### src/rtl/universal_shift_pkg.sv
// Shared op codes, FSM encoding and lane helpers for the universal shift register.
package universal_shift_pkg;

    localparam logic [2:0] OP_NOP   = 3'd0;
    localparam logic [2:0] OP_LOAD  = 3'd1;
    localparam logic [2:0] OP_SHL   = 3'd2;
    localparam logic [2:0] OP_SHR   = 3'd3;
    localparam logic [2:0] OP_ROL   = 3'd4;
    localparam logic [2:0] OP_ROR   = 3'd5;
    localparam logic [2:0] OP_ASR   = 3'd6;
    localparam logic [2:0] OP_CLEAR = 3'd7;

    typedef enum logic [0:0] {
        ST_IDLE,
        ST_RUN
    } state_e;

    // Bit offset of a lane within the packed lane vector.
    function automatic int unsigned lane_lsb(input int unsigned lane, input int unsigned width);
        return lane * width;
    endfunction

    // Only shift/rotate ops honour the burst count.
    function automatic logic is_shift_op(input logic [2:0] op);
        return (op >= OP_SHL) && (op <= OP_ASR);
    endfunction

endpackage

### src/rtl/universal_shift_register_step_datapath.sv
// Combinational single-step next-value function for the lane register.
module usr_step_datapath
    import universal_shift_pkg::*;
#(
    parameter int unsigned WIDTH = 8,
    parameter int unsigned DEPTH = 8
) (
    input  logic [DEPTH*WIDTH-1:0] cur_i,
    input  logic [DEPTH*WIDTH-1:0] par_in_i,
    input  logic [WIDTH-1:0]       ser_in_i,
    input  logic [2:0]             op_i,
    output logic [DEPTH*WIDTH-1:0] next_o
);

    localparam int unsigned TopLsb = lane_lsb(DEPTH - 1, WIDTH);

    logic [WIDTH-1:0] lane_lo;
    logic [WIDTH-1:0] lane_hi;

    assign lane_lo = cur_i[WIDTH-1:0];
    assign lane_hi = cur_i[TopLsb +: WIDTH];

    always_comb begin
        next_o = cur_i;
        unique case (op_i)
            OP_NOP:   next_o = cur_i;
            OP_LOAD:  next_o = par_in_i;
            OP_SHL:   next_o = {cur_i[TopLsb-1:0], ser_in_i};
            OP_ROL:   next_o = {cur_i[TopLsb-1:0], lane_hi};
            OP_SHR:   next_o = {ser_in_i, cur_i[DEPTH*WIDTH-1:WIDTH]};
            OP_ROR:   next_o = {lane_lo, cur_i[DEPTH*WIDTH-1:WIDTH]};
            // Sign-extend at lane granularity: the top lane replicates downward.
            OP_ASR:   next_o = {lane_hi, cur_i[DEPTH*WIDTH-1:WIDTH]};
            OP_CLEAR: next_o = '0;
            default:  next_o = cur_i;
        endcase
    end

endmodule

### src/rtl/universal_shift_register.sv
// Multi-lane shift register with command handshake, burst repeat counter and abort.
module universal_shift_register
    import universal_shift_pkg::*;
#(
    parameter int unsigned WIDTH   = 8,
    parameter int unsigned DEPTH   = 8,
    parameter int unsigned COUNT_W = 8
) (
    input  logic                   clk,
    input  logic                   reset,
    input  logic                   cmd_valid,
    output logic                   cmd_ready,
    input  logic [2:0]             cmd_op,
    input  logic [COUNT_W-1:0]     cmd_count,
    input  logic [DEPTH*WIDTH-1:0] par_in,
    input  logic [WIDTH-1:0]       ser_in,
    input  logic                   abort,
    output logic [DEPTH*WIDTH-1:0] par_out,
    output logic [WIDTH-1:0]       ser_out_hi,
    output logic [WIDTH-1:0]       ser_out_lo,
    output logic                   busy,
    output logic                   done
);

    state_e                 state_q, state_d;
    logic [COUNT_W-1:0]     rem_q, rem_d;
    logic [2:0]             op_q, op_d;
    logic                   done_q, done_d;
    logic [DEPTH*WIDTH-1:0] data_q, data_d;

    logic [2:0]             step_op;
    logic [DEPTH*WIDTH-1:0] step_next;

    usr_step_datapath #(
        .WIDTH (WIDTH),
        .DEPTH (DEPTH)
    ) u_datapath (
        .cur_i    (data_q),
        .par_in_i (par_in),
        .ser_in_i (ser_in),
        .op_i     (step_op),
        .next_o   (step_next)
    );

    assign cmd_ready  = (state_q == ST_IDLE) && !reset;
    assign busy       = (state_q == ST_RUN);
    assign done       = done_q;
    assign par_out    = data_q;
    assign ser_out_lo = data_q[WIDTH-1:0];
    assign ser_out_hi = data_q[lane_lsb(DEPTH - 1, WIDTH) +: WIDTH];

    always_comb begin
        state_d = state_q;
        rem_d   = rem_q;
        op_d    = op_q;
        done_d  = 1'b0;
        data_d  = data_q;
        step_op = OP_NOP;
        unique case (state_q)
            ST_IDLE: begin
                if (cmd_valid) begin
                    step_op = cmd_op;
                    data_d  = step_next;
                    op_d    = cmd_op;
                    if (is_shift_op(cmd_op) && (cmd_count != '0)) begin
                        state_d = ST_RUN;
                        rem_d   = cmd_count;
                    end else begin
                        done_d = 1'b1;
                    end
                end
            end
            ST_RUN: begin
                // Abort drops the step for this edge and leaves the partial result.
                if (abort) begin
                    state_d = ST_IDLE;
                end else begin
                    step_op = op_q;
                    data_d  = step_next;
                    rem_d   = rem_q - COUNT_W'(1);
                    if (rem_q == COUNT_W'(1)) begin
                        state_d = ST_IDLE;
                        done_d  = 1'b1;
                    end
                end
            end
            default: state_d = ST_IDLE;
        endcase
    end

    always_ff @(posedge clk) begin
        if (reset) begin
            state_q <= ST_IDLE;
            rem_q   <= '0;
            op_q    <= OP_NOP;
            done_q  <= 1'b0;
            data_q  <= '0;
        end else begin
            state_q <= state_d;
            rem_q   <= rem_d;
            op_q    <= op_d;
            done_q  <= done_d;
            data_q  <= data_d;
        end
    end

endmodule

### config.mk
export PLATFORM = sky130hd
export DESIGN_NAME = universal_shift_register
export DESIGN_NICKNAME = d
export VERILOG_FILES = /design/src/rtl/universal_shift_pkg.sv /design/src/rtl/universal_shift_register_step_datapath.sv /design/src/rtl/universal_shift_register.sv
export SDC_FILE = /design/constraint.sdc
export NUM_CORES = 1
export LEC_CHECK = 0
export BUFFER_PORTS_ARGS = -buffer_cell sky130_fd_sc_hd__buf_4
export CAP_MARGIN = 20
export CORE_ASPECT_RATIO = 1.4
export CORE_MARGIN = 2
export CORE_UTILIZATION = 56
export CTS_BUF_LIST = sky130_fd_sc_hd__clkbuf_8
export CTS_CLUSTER_DIAMETER = 200
export DETAILED_ROUTE_END_ITERATION = 12
export PLACE_DENSITY = 0.88
export SLEW_MARGIN = 40
export SYNTH_ARGS = -nofsm -noshare
export SYNTH_HDL_FRONTEND = slang
export SYNTH_SLANG_ARGS = --single-unit
export TNS_END_PERCENT = 100
### constraint.sdc
create_clock -name clk -period 2.9 [get_ports clk]
set_input_delay 0.58 -clock clk [delete_from_list [all_inputs] [get_ports clk]]
set_output_delay 0.58 -clock clk [all_outputs]
set_load 0.02 [all_outputs]
## Word-level counts from Yosys, hierarchy flattened

Index checks and enable logic that the tools add are counted.

| operators by class | value |
|---|---|
| $add $sub $neg | 1 |
| order comparisons | 2 |
| eq/ne operators | 11 |
| muxes and demuxes | 21 |
| bitwise logic cells | 1 |
| reduce and logical (&&, ||, !) cells | 9 |

Operators with widths:

| kind | count |
|---|---|
| one-hot mux 64 bit (8 select lines) | 1 |
| two-way mux 64 bit | 2 |
| one-hot mux 64 bit (2 select lines) | 1 |
| two-way mux 8 bit | 3 |
| one-hot mux 8 bit (2 select lines) | 1 |
| == test 3 bit, second input constant | 4 |
| == test 8 x 1 -> 1 bit, second input constant | 1 |
| two-way mux 1 bit | 8 |
| nonzero test 8 bit | 1 |
| subtractor 8 x 1 -> 8 bit, second input constant | 1 |
| == test 3 x 2 -> 1 bit, second input constant | 2 |
| two-way mux 3 bit | 2 |
| one-hot mux 3 bit (2 select lines) | 1 |
| != test 2 bit, second input constant | 2 |
| one-hot mux 1 bit (2 select lines) | 2 |
| AND reduction 2 bit | 2 |
| == test 3 x 1 -> 1 bit, second input constant | 1 |
| >= comparator 3 x 2 -> 1 bit, second input constant | 1 |
| less-or-equal comparator 3 bit, second input constant | 1 |
| logical AND 1 bit | 3 |
| logical NOT 3 bit | 1 |
| AND reduction 3 bit | 1 |
| != test 2 x 1 -> 1 bit, second input constant | 1 |
| logical NOT 1 bit | 1 |
| NOT 1 bit | 1 |

| word-level totals | value |
|---|---|
| register bits | 77 |
| input port bits | 87 |
| output and inout bits | 83 |
| logic and storage cells | 50 |

## Depth between registers and ports, before layout

Gate-level depths: netlist (run 1).

| logic depth | value |
|---|---|
| depth after elaboration | 6 |
| depth in mapped cells | 8 |
| gate-level depth less buffers | 6 |

## Cells and area by module

From an unflattened synthesis (run 1), not the netlist that was laid out.

| second synthesis, totals | value |
|---|---|
| cells, all modules | 922 |
| area, all modules | 6548.8 µm² |

Modules (own cells, without submodules):

| module | times used | cells each | area each (µm²) | sequential area each (µm²) |
|---|---|---|---|---|
| usr_step_datapath | 1 | 528 | 3407.0 | 0.0 |
| universal_shift_register | 1 | 394 | 3141.8 | 1541.5 |

## Worst setup path after synthesis (run 1)

No wires, ideal clock.

| path | value |
|---|---|
| path type | input-to-reg |
| from | in abort |
| to | reg data_q[48] (netlist: par_out[48]) |
| setup time | 0.121 ns |
| data arrival time | 1.791 ns |
| data required time | 2.779 ns |
| path slack | 0.987 ns |
| stages on the path | 7 |
| path buffers | 2 |
| cells stage by stage | nand3b_1 -> nand2_1 -> nor2_1 -> buf_2 -> buf_2 -> a221oi_2 -> nor3_1 |

| on the way | value |
|---|---|
| longest elaborated chain between the ends | 6 |
| elaborated cells between the ends (all ways) | 16 |
| those cells by class | eq/ne: 8; mux: 6; reduce/logical: 2 |

RTL lines:

| element | line | source |
|---|---|---|
| start, declared | universal_shift_register.sv:17 | `input logic abort,` |
| two-way mux 3 bit | universal_shift_register.sv:75 | `if (abort) begin` |
| one-hot mux 3 bit (2 select lines) | universal_shift_register.sv:59 | `unique case (state_q)` |
| == test 3 bit (tied with other cells) | universal_shift_register_step_datapath.sv:25 | `unique case (op_i)` |
| one-hot mux 64 bit (8 select lines) | universal_shift_register_step_datapath.sv:25 |  |
| two-way mux 64 bit, on equally long branches | universal_shift_register.sv:75, universal_shift_register.sv:61 |  |
| one-hot mux 64 bit (2 select lines) | universal_shift_register.sv:59 |  |
| end signal, assigned | universal_shift_register.sv:103 | `data_q <= data_d;` |
| end, declared | universal_shift_register.sv:29 | `logic [DEPTH*WIDTH-1:0] data_q, data_d;` |

Several ways; a longest one is shown, not always the timed one. The select of a mux whose other input is x is not followed.
A chain may end at the register's enable or synchronous reset.

## Worst setup path after layout (run 1)

| path | value |
|---|---|
| from | reg state_q (netlist: busy) |
| to | reg data_q[3] (netlist: par_out[3]) |

| on the way | value |
|---|---|
| longest elaborated chain between the ends | 6 |
| elaborated cells between the ends (all ways) | 17 |
| those cells by class | eq/ne: 9; mux: 5; bitwise: 1; reduce/logical: 2 |

RTL lines:

| element | line | source |
|---|---|---|
| start, declared | universal_shift_register.sv:25 | `state_e state_q, state_d;` |
| start signal, assigned | universal_shift_register.sv:99 | `state_q <= state_d;` |
| NOT 1 bit | - |  |
| one-hot mux 3 bit (2 select lines) | universal_shift_register.sv:59 |  |
| == test 3 bit (tied with other cells) | universal_shift_register_step_datapath.sv:25 |  |
| one-hot mux 64 bit (8 select lines) | universal_shift_register_step_datapath.sv:25 |  |
| two-way mux 64 bit, on equally long branches | universal_shift_register.sv:75, universal_shift_register.sv:61 |  |
| one-hot mux 64 bit (2 select lines) | universal_shift_register.sv:59 |  |

Several ways; a longest one is shown, not always the timed one. The select of a mux whose other input is x is not followed.

==> results of run 1 <==
## cell usage after synthesis (9+ instances only)
cell / number
sky130_fd_sc_hd__dfxtp_1: 77
sky130_fd_sc_hd__and3_1: 10
sky130_fd_sc_hd__a21oi_1: 14
sky130_fd_sc_hd__o21ai_0: 9
sky130_fd_sc_hd__nand2_1: 17
sky130_fd_sc_hd__nor2_1: 27
sky130_fd_sc_hd__o221ai_1: 48
sky130_fd_sc_hd__clkbuf_1: 22
sky130_fd_sc_hd__buf_2: 26
sky130_fd_sc_hd__a31oi_1: 12
sky130_fd_sc_hd__nor3_1: 103
sky130_fd_sc_hd__a221oi_1: 15
sky130_fd_sc_hd__a221oi_2: 40
sky130_fd_sc_hd__buf_4: 21
## final cells by class
type                    instances  share of cell area, %
well taps                     105                   2.11
inverters                       5                  0.301
clock inverters                 3                   1.08
multi-input cells             383                   45.7
clock buffers                  12                   2.65
flip-flops and latches         77                   24.8
repair buffers                185                   23.4
## worst max-delay path, stage by stage, from the launching register on
cell                       delay, ns
sky130_fd_sc_hd__dfxtp_1        0.50
sky130_fd_sc_hd__buf_4          0.31
sky130_fd_sc_hd__nand3b_1       0.21
sky130_fd_sc_hd__nand2_1        0.31
sky130_fd_sc_hd__nor2_4         0.20
sky130_fd_sc_hd__buf_12         0.33
sky130_fd_sc_hd__a32oi_1        0.18
sky130_fd_sc_hd__a311oi_1       0.33
## metrics by stage
step / utilization [%] / cells / worst slack, ns / hold slack, ns
after global placement: 70.7 / 754 / 0.302 / 0.443
after detailed placement: 70.9 / 755 / 0.401 / 0.459
final: 73.6 / 770 / 0.379 / 0.471
after CTS: 73.6 / 770 / 0.451 / 0.469
after global routing: 73.6 / 770 / 0.268 / 0.495
after floorplan: - / 541 / 0.987 / 0.436
## power breakdown
group	leakage (nW)	switching, mW	internal [mW]
registers	0.637	0.246	1.19
clock network	0.115	0.399	0.551
logic	1.77	0.729	0.537
total	2.52	1.37	2.28
## path summary, 6_finish.rpt
| kind | cells after the start | end | start |
|---|---|---|---|
| setup / recovery | 7 | par_out[3] | busy |
| hold / removal | 2 | op_q[0] | op_q[0] |
| setup reg to reg | 7 | par_out[3] | busy |
| hold reg to reg | 2 | op_q[0] | op_q[0] |
## layer usage
metal | wire length, um | vias to the layer above
met1 | 6150 | 2525
li1 | - | 2419
met2 | 8080 | 431
met3 | 1520 | 87
met4 | 1230 | 0
met5 | 0 | -
## flip-flops by register name, indices dropped and copies added, names as in the netlist
signal and flops:
done 1, busy 1, rem_q 8, op_q 3, par_out 64
## cells in the final DEF (no fill, tap or decap), drive strengths merged, types with 3 or more instances in the layout
| cell | synthesis | routed |
|---|---|---|
| o22ai | 8 | 8 |
| nand3 | 7 | 7 |
| nor4 | 3 | 3 |
| a211oi | 3 | 3 |
| a21oi | 14 | 14 |
| mux2 | 3 | 3 |
| a32oi | 6 | 6 |
| mux2i | 3 | 3 |
| a31oi | 12 | 12 |
| o21ai | 9 | 9 |
| nand2b | 4 | 4 |
| nand3b | 5 | 5 |
| nor2 | 28 | 28 |
| inv | 4 | 4 |
| nor3 | 104 | 104 |
| nand2 | 17 | 17 |
| clkbuf | 22 | 12 |
| a22o | 7 | 7 |
| and3 | 10 | 10 |
| o32ai | 3 | 3 |
| dfxtp | 77 | 77 |
| a221oi | 55 | 55 |
| o221ai | 48 | 48 |
| nor2b | 6 | 6 |
| buf | 54 | 185 |
| a311oi | 6 | 6 |
| o211ai | 6 | 6 |
## cell families (layout without fill, tap and decap cells)
kind of cell | Yosys count | count (layout)
buffers and inverters | 81 | 205
XOR/XNOR | 2 | 2
multiplexers | 6 | 6
AO/OA/AOI/OAI | 184 | 184
adder cells (fa/ha/maj) | 2 | 2
flip-flops | 77 | 77
AND/OR/NAND/NOR | 189 | 189
==> out/metrics.json, run 1 <==
{
  "outcome": {
    "outcome": "completed"
  },
  "min_path": {
    "worst_hold_path_type": "flop to flop"
  },
  "route": {
    "final_antenna_net_count": 0,
    "detailed_route_wl_mm": 17.0,
    "drt_pre_antenna_iters": 7,
    "drc": 0,
    "via_per_inst": 7.09,
    "detail_route.wl_per_cell_um": 22.1,
    "initialDrtViolationCount": 692,
    "route.vias.total": 5462
  },
  "synthesis": {
    "main_combinational_cell_family_by_area_after_synthesis": "compound AO/OA/AOI/OAI gates",
    "post_synth.cell_area_avg_sq_um": 8.88,
    "synth.mux.area_fraction_pct": 1.33,
    "synth_simple_gate_area_share_pct": 20.2,
    "synth_enable_flop_cells": 0,
    "synth.cell_area_sq_um": 4800,
    "async_flop_share_pct": 0,
    "synth_xor_xnor_area_share_pct": 0.677,
    "ys_types": 48,
    "ys_dominant_reg_cell": "sky130_fd_sc_hd__dfxtp_1",
    "ys_ff_latch": 77,
    "post_synth_fa_ha_maj_area_fraction_pct": 0.521,
    "postSynthCellCount": 541,
    "synth-compound-area-share_pct": 35.6,
    "postSynthNetCount": 630,
    "ys_seq_area_share_pct": 32.1,
    "post-synth-top-area-cell": "sky130_fd_sc_hd__dfxtp_1",
    "cells_taking_the_most_area_after_synthesis": "sky130_fd_sc_hd__dfxtp_1, sky130_fd_sc_hd__a221oi_2, sky130_fd_sc_hd__nor3_1",
    "synth.top_cell.area_share_pct": 32.1,
    "synth-warning-count": 0
  },
  "die": {
    "rows": 40,
    "core_area_sq_um": 8460,
    "die_h_um": 114,
    "floorplan.die_area_sq_um": 9340,
    "design.portCount": 170,
    "die_w_um": 82.3,
    "start_util_pct": 56.8
  },
  "layout": {
    "seq_area_sq_um": 1540,
    "post-route-cell-area_sq_um": 6230,
    "multi_input_gate_area_sq_um": 2840,
    "fill_cells": 604,
    "post_route_cells_drive_above_1_share_pct": 38.0,
    "fin_nets": 750,
    "syn_to_final_growth_pct": 29.6,
    "antenna-diode-count": 0
  },
  "global_routing": {
    "met1_usage_pct": 44.0,
    "grt_max_degree": 75,
    "gr-max-usage-layer": "met2",
    "overflow": 0,
    "grt_first_pass_wirelength_mm": 25.9,
    "grt_pass1_vias": 4958,
    "grt_use_met2_pct": 56.6,
    "antenna_found_initial": 0,
    "globalRouteMet3Util_pct": 5.38,
    "track_usage_pct": 36.0
  },
  "sta": {
    "layout_min_cycle_time_ns": 2.52,
    "setup_viol": 0,
    "worst_clock_skew_ns": 0.0103,
    "report.final.slew_viol_count": 0,
    "timing.setup.tns_ns": 0,
    "final.period_utilization_pct": 86.9,
    "max_slew.worst_pin.slew_ns": 0.648,
    "finalHoldViolCount": 0,
    "worst_slew_margin_rel_pct": 56.8,
    "fmaxAchievable_mhz": 397,
    "setup_repair_after_global_routing_missed_its_margin": "no"
  },
  "cts": {
    "cts_hold_buf": 0,
    "cts_inserted_buffers": 9,
    "cts_tree": "done",
    "cts.clk_slew.worst_paths_ns": 0.07,
    "post-cts-setup-buffer-count": 0,
    "tritoncts_num_sinks": 77,
    "ctsHtreeMaxLevel": 3,
    "post_cts_sizing": 0,
    "clk-insertion-delay-late_ns": 0.37,
    "clockBufferDepth": 2,
    "clock_tree.root_cell": "sky130_fd_sc_hd__clkbuf_8"
  },
  "placed_design": {
    "place_congestion": 0.894,
    "port-buffer-count": 169,
    "place.detailed.hpwl_mm": 11.8,
    "dpl-instance-area_sq_um": 5990
  },
  "worst_setup_path": {
    "timing.reg2reg.setup_slack_ns": 0.38,
    "cp.required_ns": 3.16,
    "path_max_fanout": 56,
    "setup.worst_path.start_class": "flop",
    "worstPathArrival_ns": 2.78,
    "endpoint_type_of_the_worst_setup_path": "flop",
    "path_class": "flop to flop"
  },
  "power_and_ir_drop": {
    "worst_ir_drop_vdd_uv": 393,
    "total_power_mw": 3.65,
    "static-leakage-power_nw": 2.52,
    "cellPowerDensity_nw_per_um2": 586
  },
  "job": {
    "drv.max_cap_violation_count": 0
  }
}
Note: power is estimated with default switching activity, not from simulation.
==> inputs of run 2 (changes only) <==
--- a/config.mk
+++ b/config.mk
@@ -5,15 +5,16 @@
 export SDC_FILE = /design/constraint.sdc
 export NUM_CORES = 1
 export LEC_CHECK = 0
+export ABC_AREA = 1
 export BUFFER_PORTS_ARGS = -buffer_cell sky130_fd_sc_hd__buf_4
 export CAP_MARGIN = 20
 export CORE_ASPECT_RATIO = 1.4
 export CORE_MARGIN = 2
-export CORE_UTILIZATION = 56
+export CORE_UTILIZATION = 57
 export CTS_BUF_LIST = sky130_fd_sc_hd__clkbuf_8
 export CTS_CLUSTER_DIAMETER = 200
 export DETAILED_ROUTE_END_ITERATION = 12
-export PLACE_DENSITY = 0.88
+export PLACE_DENSITY = 0.89
 export SLEW_MARGIN = 40
 export SYNTH_ARGS = -nofsm -noshare
 export SYNTH_HDL_FRONTEND = slang
==> run 2 against run 1 <==
  * Hold slack better by 0.0026 ns
  * Clock skew down 0.0023 ns
  * Routed wire length increased by 3.3%
  * Highest routed layer unchanged
  * Critical path depth increased by 5
  * Utilization rose by 0.29 points
  * Worst setup slack better by 0.15 ns
  * Die area is 3.1% higher
  * Clock power fell by 21%
  * Area after synthesis up 5.0%
==> out/metrics.json, run 2 <==
{
  "outcome": {
    "outcome": "completed"
  },
  "placed_design": {
    "place_ws": {"value": 0.465, "unit": "ns", "change": "+0.0640 ns"},
    "port-buffer-count": {"value": 169, "change": "unchanged"},
    "dp.cells": {"value": 1046, "change": "+39%"},
    "place.detailed.hpwl": {"value": 12.7, "unit": "mm", "change": "+7.7%"},
    "place_congestion": {"value": 0.973, "change": "+8.8%"}
  },
  "layout": {
    "final_cell_count_no_fill": {"value": 1062, "change": "+38%"},
    "mostFrequentLayoutCells": "sky130_fd_sc_hd__nand2_1, sky130_fd_sc_hd__buf_4, sky130_fd_sc_hd__nor2_1",
    "largest_reg_flops": {"value": 64, "change": "unchanged"},
    "layout_commonest_cell": "sky130_fd_sc_hd__nand2_1",
    "fin_nets": {"value": 1041, "change": "+39%"},
    "antenna-diode-count": {"value": 0, "change": "unchanged"},
    "post_route_cells_drive_above_1_share": {"value": 24.3, "unit": "%", "change": "-14 points"},
    "syn_to_final_growth_pct": 26.1
  },
  "synthesis": {
    "synth.cells.most_frequent": "sky130_fd_sc_hd__nand2_1, sky130_fd_sc_hd__nor2_1, sky130_fd_sc_hd__dfxtp_1, sky130_fd_sc_hd__a21oi_1, sky130_fd_sc_hd__o21ai_0",
    "ys_ff_latch": {"value": 77, "change": "unchanged"},
    "synth_enable_flop_cells": {"value": 0, "change": "unchanged"},
    "post_synth.cell_area_avg": {"value": 6.09, "unit": "sq um", "change": "-31%"},
    "synth_simple_gate_area_share": {"value": 38.6, "unit": "%", "change": "+18 points"},
    "ys_types": {"value": 28, "change": "-42%"},
    "post_synth_fa_ha_maj_area_fraction": {"value": 0.496, "unit": "%", "change": "-0.025 points"},
    "synth-compound-area-share": {"value": 17.3, "unit": "%", "change": "-18 points"},
    "postSynthNetCount": {"value": 917, "change": "+46%"},
    "synth_xor_xnor_area_share": {"value": 0.174, "unit": "%", "change": "-0.50 points"},
    "synth.cell_area": {"value": 5040, "unit": "sq um", "change": "+5.0%"},
    "post-synth-top-area-cell": "sky130_fd_sc_hd__dfxtp_1",
    "postSynthCellCount": {"value": 828, "change": "+53%"},
    "synth-warning-count": {"value": 0, "change": "unchanged"},
    "yosys.cell_count.top_type": "sky130_fd_sc_hd__nand2_1",
    "synth.mux.area_fraction": {"value": 0, "unit": "%", "change": "-1.3 points"},
    "ys_dominant_reg_cell": "sky130_fd_sc_hd__dfxtp_1",
    "ys_seq_area_share": {"value": 30.6, "unit": "%", "change": "-1.5 points"},
    "synth.top_cell.area_share": {"value": 30.6, "unit": "%", "change": "-1.5 points"},
    "async_flop_share": {"value": 0, "unit": "%", "change": "unchanged"},
    "cells_taking_the_most_area_after_synthesis": "sky130_fd_sc_hd__dfxtp_1, sky130_fd_sc_hd__nand2_1, sky130_fd_sc_hd__nor2_1",
    "main_combinational_cell_family_by_area_after_synthesis": "simple AND/OR/NAND/NOR gates"
  },
  "global_routing": {
    "track_usage": {"value": 35.2, "unit": "%", "change": "-0.80 points"},
    "overflow": {"value": 0, "change": "unchanged"},
    "grt_first_pass_wirelength": {"value": 27.6, "unit": "mm", "change": "+6.3%"},
    "grt_pass1_vias": {"value": 5913, "change": "+19%"},
    "grt_max_degree": {"value": 64, "change": "-15%"},
    "antenna_found_initial": {"value": 0, "change": "unchanged"}
  },
  "route": {
    "drt_pre_antenna_iters": {"value": 9, "change": "+2"},
    "initialDrtViolationCount": {"value": 707, "change": "+2.2%"},
    "via_per_inst": {"value": 6.01, "change": "-15%"},
    "final_antenna_net_count": {"value": 0, "change": "unchanged"},
    "detail_route.wl_per_cell": {"value": 16.5, "unit": "um", "change": "-25%"},
    "detailed_route_wl": {"value": 17.5, "unit": "mm", "change": "+3.3%"},
    "route.vias.total": {"value": 6383, "change": "+17%"},
    "drc": {"value": 0, "change": "unchanged"}
  },
  "cts": {
    "cts_inserted_buffers": {"value": 9, "change": "unchanged"},
    "clk-insertion-delay-late": {"value": 0.36, "unit": "ns", "change": "about the same"},
    "cts_tree": "done",
    "ctsHtreeMaxLevel": {"value": 3, "change": "unchanged"},
    "post-cts-setup-buffer-count": {"value": 0, "change": "unchanged"},
    "clock_tree.root_cell": "sky130_fd_sc_hd__clkbuf_8",
    "cts_hold_buf": {"value": 0, "change": "unchanged"},
    "post_cts_sizing": {"value": 0, "change": "unchanged"},
    "tritoncts_num_sinks": {"value": 77, "change": "unchanged"},
    "cts.clk_slew.worst_paths": {"value": 0.08, "unit": "ns", "change": "about the same"},
    "clockBufferDepth": {"value": 2, "change": "unchanged"}
  },
  "worst_setup_path": {
    "reg2reg_from": "busy",
    "timing.reg2reg.setup_slack": {"value": 0.53, "unit": "ns", "change": "+0.15 ns"},
    "cp.required": {"value": 3.19, "unit": "ns", "change": "+0.03 ns"},
    "path_max_fanout": {"value": 37, "change": "-34%"},
    "timing.critical_path.from": "busy",
    "worstSetupEndpoint": "par_out[25]",
    "ff2ff_path_depth": {"value": 12, "change": "+5"},
    "endpoint_type_of_the_worst_setup_path": "flop",
    "setup.worst_path.start_class": "flop",
    "rr_endpoint": "par_out[25]",
    "worstPathArrival": {"value": 2.66, "unit": "ns", "change": "-0.12 ns"},
    "path_class": "flop to flop"
  },
  "sta": {
    "timing.setup.tns": {"value": 0, "unit": "ns", "change": "unchanged"},
    "layout_min_cycle_time": {"value": 2.37, "unit": "ns", "change": "-0.149 ns"},
    "worst_clock_skew": {"value": 0.00797, "unit": "ns", "change": "-0.00230 ns"},
    "postLayoutSetupSlackWorst": {"value": 0.527, "unit": "ns", "change": "+0.149 ns"},
    "worst_slew_margin_rel": {"value": 62.0, "unit": "%", "change": "+5.3 points"},
    "final.period_utilization": {"value": 81.8, "unit": "%", "change": "-5.1 points"},
    "finalHoldViolCount": {"value": 0, "change": "unchanged"},
    "setup_viol": {"value": 0, "change": "unchanged"},
    "fmaxAchievable": {"value": 421, "unit": "MHz", "change": "+6.3%"},
    "setup_repair_after_global_routing_missed_its_margin": "no",
    "max_slew.worst_pin.slew": {"value": 0.569, "unit": "ns", "change": "-0.0796 ns"},
    "report.final.slew_viol_count": {"value": 0, "change": "unchanged"}
  },
  "die": {
    "die_w": {"value": 83.5, "unit": "um", "change": "+1.5%"},
    "design.portCount": {"value": 170, "change": "unchanged"},
    "die_h": {"value": 115, "unit": "um", "change": "+1.5%"},
    "core_area": {"value": 8610, "unit": "sq um", "change": "+1.8%"},
    "start_util": {"value": 58.6, "unit": "%", "change": "+1.8 points"},
    "floorplan.die_area": {"value": 9630, "unit": "sq um", "change": "+3.1%"},
    "rows": {"value": 40, "change": "unchanged"}
  },
  "power_and_ir_drop": {
    "static-leakage-power": {"value": 3.15, "unit": "nW", "change": "+25%"},
    "cellPowerDensity": {"value": 530, "unit": "nW/um^2", "change": "-9.7%"},
    "worst_ir_drop_vdd": {"value": 365, "unit": "uV", "change": "-7.2%"}
  },
  "min_path": {
    "worst_hold_path_depth": {"value": 2, "change": "unchanged"},
    "worst_hold_path_type": "flop to flop"
  },
  "job": {
    "drv.max_cap_violation_count": {"value": 0, "change": "unchanged"}
  }
}
## run 2: cell families after synthesis
kind of cell             after synthesis
buffers and inverters                140
AO/OA/AOI/OAI                        162
AND/OR/NAND/NOR                      446
adder cells (fa/ha/maj)                2
flip-flops                            77
XOR/XNOR                               1
## run 2: routing by layer
metal	GRT usage (%)	wire, um
met5	0	0
met4	19.2	823
met3	7.39	1860
met2	61.5	8450
met1	40.3	6390
## run 2: critical path, stage by stage, from the launching register on
cell	delay (ns)
sky130_fd_sc_hd__dfxtp_1	0.31
sky130_fd_sc_hd__buf_4	0.16
sky130_fd_sc_hd__inv_2	0.17
sky130_fd_sc_hd__nand2_1	0.12
sky130_fd_sc_hd__nand2_4	0.16
sky130_fd_sc_hd__buf_4	0.26
sky130_fd_sc_hd__nand3_2	0.19
sky130_fd_sc_hd__nand3_2	0.13
sky130_fd_sc_hd__buf_4	0.36
sky130_fd_sc_hd__nand2_1	0.14
sky130_fd_sc_hd__nand2_1	0.11
sky130_fd_sc_hd__nand2_1	0.05
sky130_fd_sc_hd__a21oi_1	0.11
## run 2: stage by stage
step	utilization [%]	power, mW	area (sq um)	hold slack [ns]
floorplan	-	2.15	5040	0.440
global placement	71.9	2.58	6190	0.452
detailed placement	71.9	2.62	6190	0.465
CTS	73.9	3.34	6360	0.477
global route	73.9	3.53	6360	0.502
finish	73.9	3.37	6360	0.473
## run 2: worst min path at each step
stage,startpoint,slack [ns],to
after floorplan,op_q[1],0.44,op_q[1]
after global placement,op_q[1],0.45,op_q[1]
after detailed placement,op_q[1],0.46,op_q[1]
after CTS,op_q[1],0.48,op_q[1]
after global routing,op_q[1],0.50,op_q[1]
final,op_q[1],0.47,op_q[1]
## run 2: final cells by class
type                       instances  area, sq um
timing repair buffer             186         1410
tap                              105          131
clock buffer                      11          151
fill                             708         2250
sequential                        77         1540
inverter                          67          251
multi-input combinational        611         2860
clock inverter                     5         20.0
## run 2: where the power goes
group / total (mW) / leakage [nW] / internal (mW) / switching (mW)
clock network: 0.745 / 0.104 / 0.345 / 0.400
registers: 1.37 / 0.635 / 1.18 / 0.189
logic: 1.26 / 2.41 / 0.484 / 0.774
==> inputs of run 3 (changes only) <==
--- a/config.mk
+++ b/config.mk
@@ -10,11 +10,11 @@
 export CAP_MARGIN = 20
 export CORE_ASPECT_RATIO = 1.4
 export CORE_MARGIN = 2
-export CORE_UTILIZATION = 57
+export CORE_UTILIZATION = 48
 export CTS_BUF_LIST = sky130_fd_sc_hd__clkbuf_8
 export CTS_CLUSTER_DIAMETER = 200
 export DETAILED_ROUTE_END_ITERATION = 12
-export PLACE_DENSITY = 0.89
+export PLACE_DENSITY = 0.8
 export SLEW_MARGIN = 40
 export SYNTH_ARGS = -nofsm -noshare
 export SYNTH_HDL_FRONTEND = slang
==> constraint.sdc (replaced) <==
create_clock -name clk -period 1.96 [get_ports clk]
set_input_delay 0.392 -clock clk [delete_from_list [all_inputs] [get_ports clk]]
set_output_delay 0.392 -clock clk [all_outputs]
set_load 0.02 [all_outputs]
==> run 3 against run 2 <==
  * Die area grew 18%
  * Sequential power grew 47%
  * Global-route usage shrank 5.0 points
  * Worst setup slack lost 0.34 ns
  * Critical path type unchanged
  * Critical endpoint is now par_out[21]
  * Highest routed layer unchanged
==> out/metrics.json, run 3 (synthesis results as in run 2) <==
{
  "global_routing": {
    "overflow": {"value": 0, "change": "unchanged"},
    "grt_first_pass_wirelength": {"value": 27.7, "unit": "mm", "change": "+0.48%"},
    "antenna_found_initial": {"value": 0, "change": "unchanged"},
    "grt_pass1_vias": {"value": 5621, "change": "-4.9%"},
    "track_usage": {"value": 30.2, "unit": "%", "change": "-5.0 points"},
    "grt_max_degree": {"value": 53, "change": "-17%"}
  },
  "layout": {
    "post_route_cells_drive_above_1_share": {"value": 25.6, "unit": "%", "change": "+1.3 points"},
    "fin_nets": {"value": 1052, "change": "+1.1%"},
    "fill_cells": {"value": 999, "change": "+41%"},
    "seq_area": {"value": 1540, "unit": "sq um", "change": "unchanged"},
    "layout_commonest_cell": "sky130_fd_sc_hd__nand2_1",
    "multi_input_gate_area": {"value": 2860, "unit": "sq um", "change": "unchanged"},
    "antenna-diode-count": {"value": 0, "change": "unchanged"},
    "largest_reg_flops": {"value": 64, "change": "unchanged"},
    "mostFrequentLayoutCells": "sky130_fd_sc_hd__nand2_1, sky130_fd_sc_hd__buf_4, sky130_fd_sc_hd__nor2_1",
    "syn_to_final_growth_pct": 31.1
  },
  "outcome": {
    "outcome": "completed"
  },
  "die": {
    "floorplan.die_area": {"value": 11400, "unit": "sq um", "change": "+18%"},
    "core_area": {"value": 10300, "unit": "sq um", "change": "+20%"},
    "design.portCount": {"value": 170, "change": "unchanged"},
    "die_h": {"value": 125, "unit": "um", "change": "+8.7%"},
    "rows": {"value": 44, "change": "+10%"},
    "start_util": {"value": 49.0, "unit": "%", "change": "-9.6 points"},
    "die_w": {"value": 90.6, "unit": "um", "change": "+8.5%"}
  },
  "cts": {
    "ctsHtreeMaxLevel": {"value": 3, "change": "unchanged"},
    "clockBufferDepth": {"value": 2, "change": "unchanged"},
    "clk-insertion-delay-late": {"value": 0.37, "unit": "ns", "change": "about the same"},
    "post-cts-setup-buffer-count": {"value": 0, "change": "unchanged"},
    "post_cts_sizing": {"value": 0, "change": "unchanged"},
    "cts_inserted_buffers": {"value": 9, "change": "unchanged"},
    "cts_hold_buf": {"value": 0, "change": "unchanged"},
    "clock_tree.root_cell": "sky130_fd_sc_hd__clkbuf_8",
    "cts_tree": "done",
    "cts.clk_slew.worst_paths": {"value": 0.09, "unit": "ns", "change": "about the same"},
    "tritoncts_num_sinks": {"value": 77, "change": "unchanged"}
  },
  "worst_setup_path": {
    "cp_slowest_cell": "sky130_fd_sc_hd__dfxtp_1",
    "rr_endpoint": "par_out[21]",
    "setup.worst_path.start_class": "flop",
    "reg2reg_from": "busy",
    "timing.critical_path.from": "busy",
    "worstPathArrival": {"value": 2.09, "unit": "ns", "change": "-0.57 ns"},
    "ff2ff_path_depth": {"value": 11, "change": "-1"},
    "endpoint_type_of_the_worst_setup_path": "flop",
    "timing.reg2reg.setup_slack": {"value": 0.18, "unit": "ns", "change": "-0.34 ns"},
    "worst_path_most_repeated_cell": "sky130_fd_sc_hd__nand2_1",
    "cp.required": {"value": 2.27, "unit": "ns", "change": "-0.92 ns"},
    "path_cells": "inv_2 > nand3_2 > nand2_4 > nor2_4 > nand2_1 > nand3_2 > buf_12 > nand2_1 > nand2_1 > nand2_1 > a21oi_1",
    "slowest_delay": {"value": 0.42, "unit": "ns", "change": "+0.06 ns"},
    "path_class": "flop to flop",
    "path_max_fanout": {"value": 45, "change": "+22%"}
  },
  "route": {
    "drt_pre_antenna_iters": {"value": 5, "change": "-4"},
    "final_antenna_net_count": {"value": 0, "change": "unchanged"},
    "detailed_route_wl": {"value": 17.5, "unit": "mm", "change": "-0.45%"},
    "initialDrtViolationCount": {"value": 479, "change": "-32%"},
    "via_per_inst": {"value": 5.53, "change": "-7.9%"},
    "drc": {"value": 0, "change": "unchanged"},
    "detail_route.wl_per_cell": {"value": 15.8, "unit": "um", "change": "-4.4%"},
    "route.vias.total": {"value": 6121, "change": "-4.1%"}
  },
  "sta": {
    "fmaxAchievable": {"value": 563, "unit": "MHz", "change": "+33%"},
    "timing.setup.tns": {"value": 0, "unit": "ns", "change": "unchanged"},
    "setup_viol": {"value": 0, "change": "unchanged"},
    "max_slew.worst_pin.slew": {"value": 0.421, "unit": "ns", "change": "-0.148 ns"},
    "layout_min_cycle_time": {"value": 1.78, "unit": "ns", "change": "-0.595 ns"},
    "final.period_utilization": {"value": 90.7, "unit": "%", "change": "+8.9 points"},
    "report.final.slew_viol_count": {"value": 0, "change": "unchanged"},
    "worst_clock_skew": {"value": 0.00761, "unit": "ns", "change": "-0.000358 ns"},
    "finalHoldViolCount": {"value": 0, "change": "unchanged"},
    "worst_slew_margin_rel": {"value": 71.7, "unit": "%", "change": "+9.6 points"},
    "setup_repair_after_global_routing_missed_its_margin": "no"
  },
  "power_and_ir_drop": {
    "total_power": {"value": 5.38, "unit": "mW", "change": "+60%"},
    "cellPowerDensity": {"value": 813, "unit": "nW/um^2", "change": "+53%"},
    "static-leakage-power": {"value": 3.24, "unit": "nW", "change": "+2.7%"},
    "worst_ir_drop_vdd": {"value": 489, "unit": "uV", "change": "+34%"}
  },
  "min_path": {
    "worst_hold_path_type": "input pin to flop",
    "worst_hold_path_depth": {"value": 3, "change": "+1"},
    "hold_path_end": "par_out[63]",
    "min-delay-start": "par_in[63]"
  },
  "placed_design": {
    "port-buffer-count": {"value": 169, "change": "unchanged"},
    "place_congestion": {"value": 0.965, "change": "-0.74%"},
    "place.detailed.hpwl": {"value": 12.8, "unit": "mm", "change": "+0.83%"}
  },
  "job": {
    "drv.max_cap_violation_count": {"value": 0, "change": "unchanged"}
  }
}
-- run 3: cell types whose count changed in the layout (fill, tap and decap cells not counted), sizes merged --
cell,previous run,this run
clkinvlp,0,1
buf,186,197
inv,70,67
bufinv,0,2
-- run 3: routing by layer --
layer | track usage [%] | vias up | part of all wire [%]
li1 | - | 2981 | -
met1 | 34.9 | 2757 | 37
met2 | 52.3 | 322 | 51
met3 | 6.69 | 61 | 7.9
met4 | 14.7 | 0 | 4.3
met5 | 0 | - | 0
-- run 3: final cells by class --
class                           instances  share of cell area (%)
Clock inverter                          5                    1.23
Timing Repair Buffer                  197                    23.5
Multi-Input combinational cell        611                    43.2
Sequential cell                        77                    23.3
Inverter                               67                    3.84
Tap cell                              138                    2.61
Clock buffer                           11                    2.29
-- run 3: how the worst max path moves through the flow --
stage                     depth (start not counted)  slack (ns)     endpoint
after floorplan                                  10        0.18  par_out[13]
after global placement                           12        0.12  par_out[22]
after detailed placement                         12         0.1  par_out[22]
after CTS                                        11        0.15   par_out[0]
after global routing                             11        0.01   par_out[6]
final                                            11        0.18  par_out[21]
-- run 3: where the power goes --
group / total [mW] / switching [mW] / leakage [nW] / internal [mW]
clock: 1.44 / 0.653 / 0.116 / 0.789
combinational: 1.92 / 1.14 / 2.49 / 0.778
sequential: 2.02 / 0.271 / 0.635 / 1.74
-- run 3: through the flow --
step                setup WS, ns  std cells  utilization, %  hold WS [ns]  cell area [sq um]
detailed placement        0.0966       1090            61.9         0.468               6380
floorplan                  0.177        828               -         0.440               5040
global route              0.0104       1106            64.2         0.304               6610
global placement           0.118       1090            61.9         0.473               6380
CTS                        0.146       1106            64.2         0.305               6610
finish                     0.183       1106            64.2         0.306               6610
-- run 3: critical path, delay by kind of cell, from the launching register on --
kind / cells / cell delay (ns)
and+or+nand+nor: 8 / 0.80
DFF: 1 / 0.42
buffers and inverters: 2 / 0.34
AOI/OAI and AO/OA: 1 / 0.12
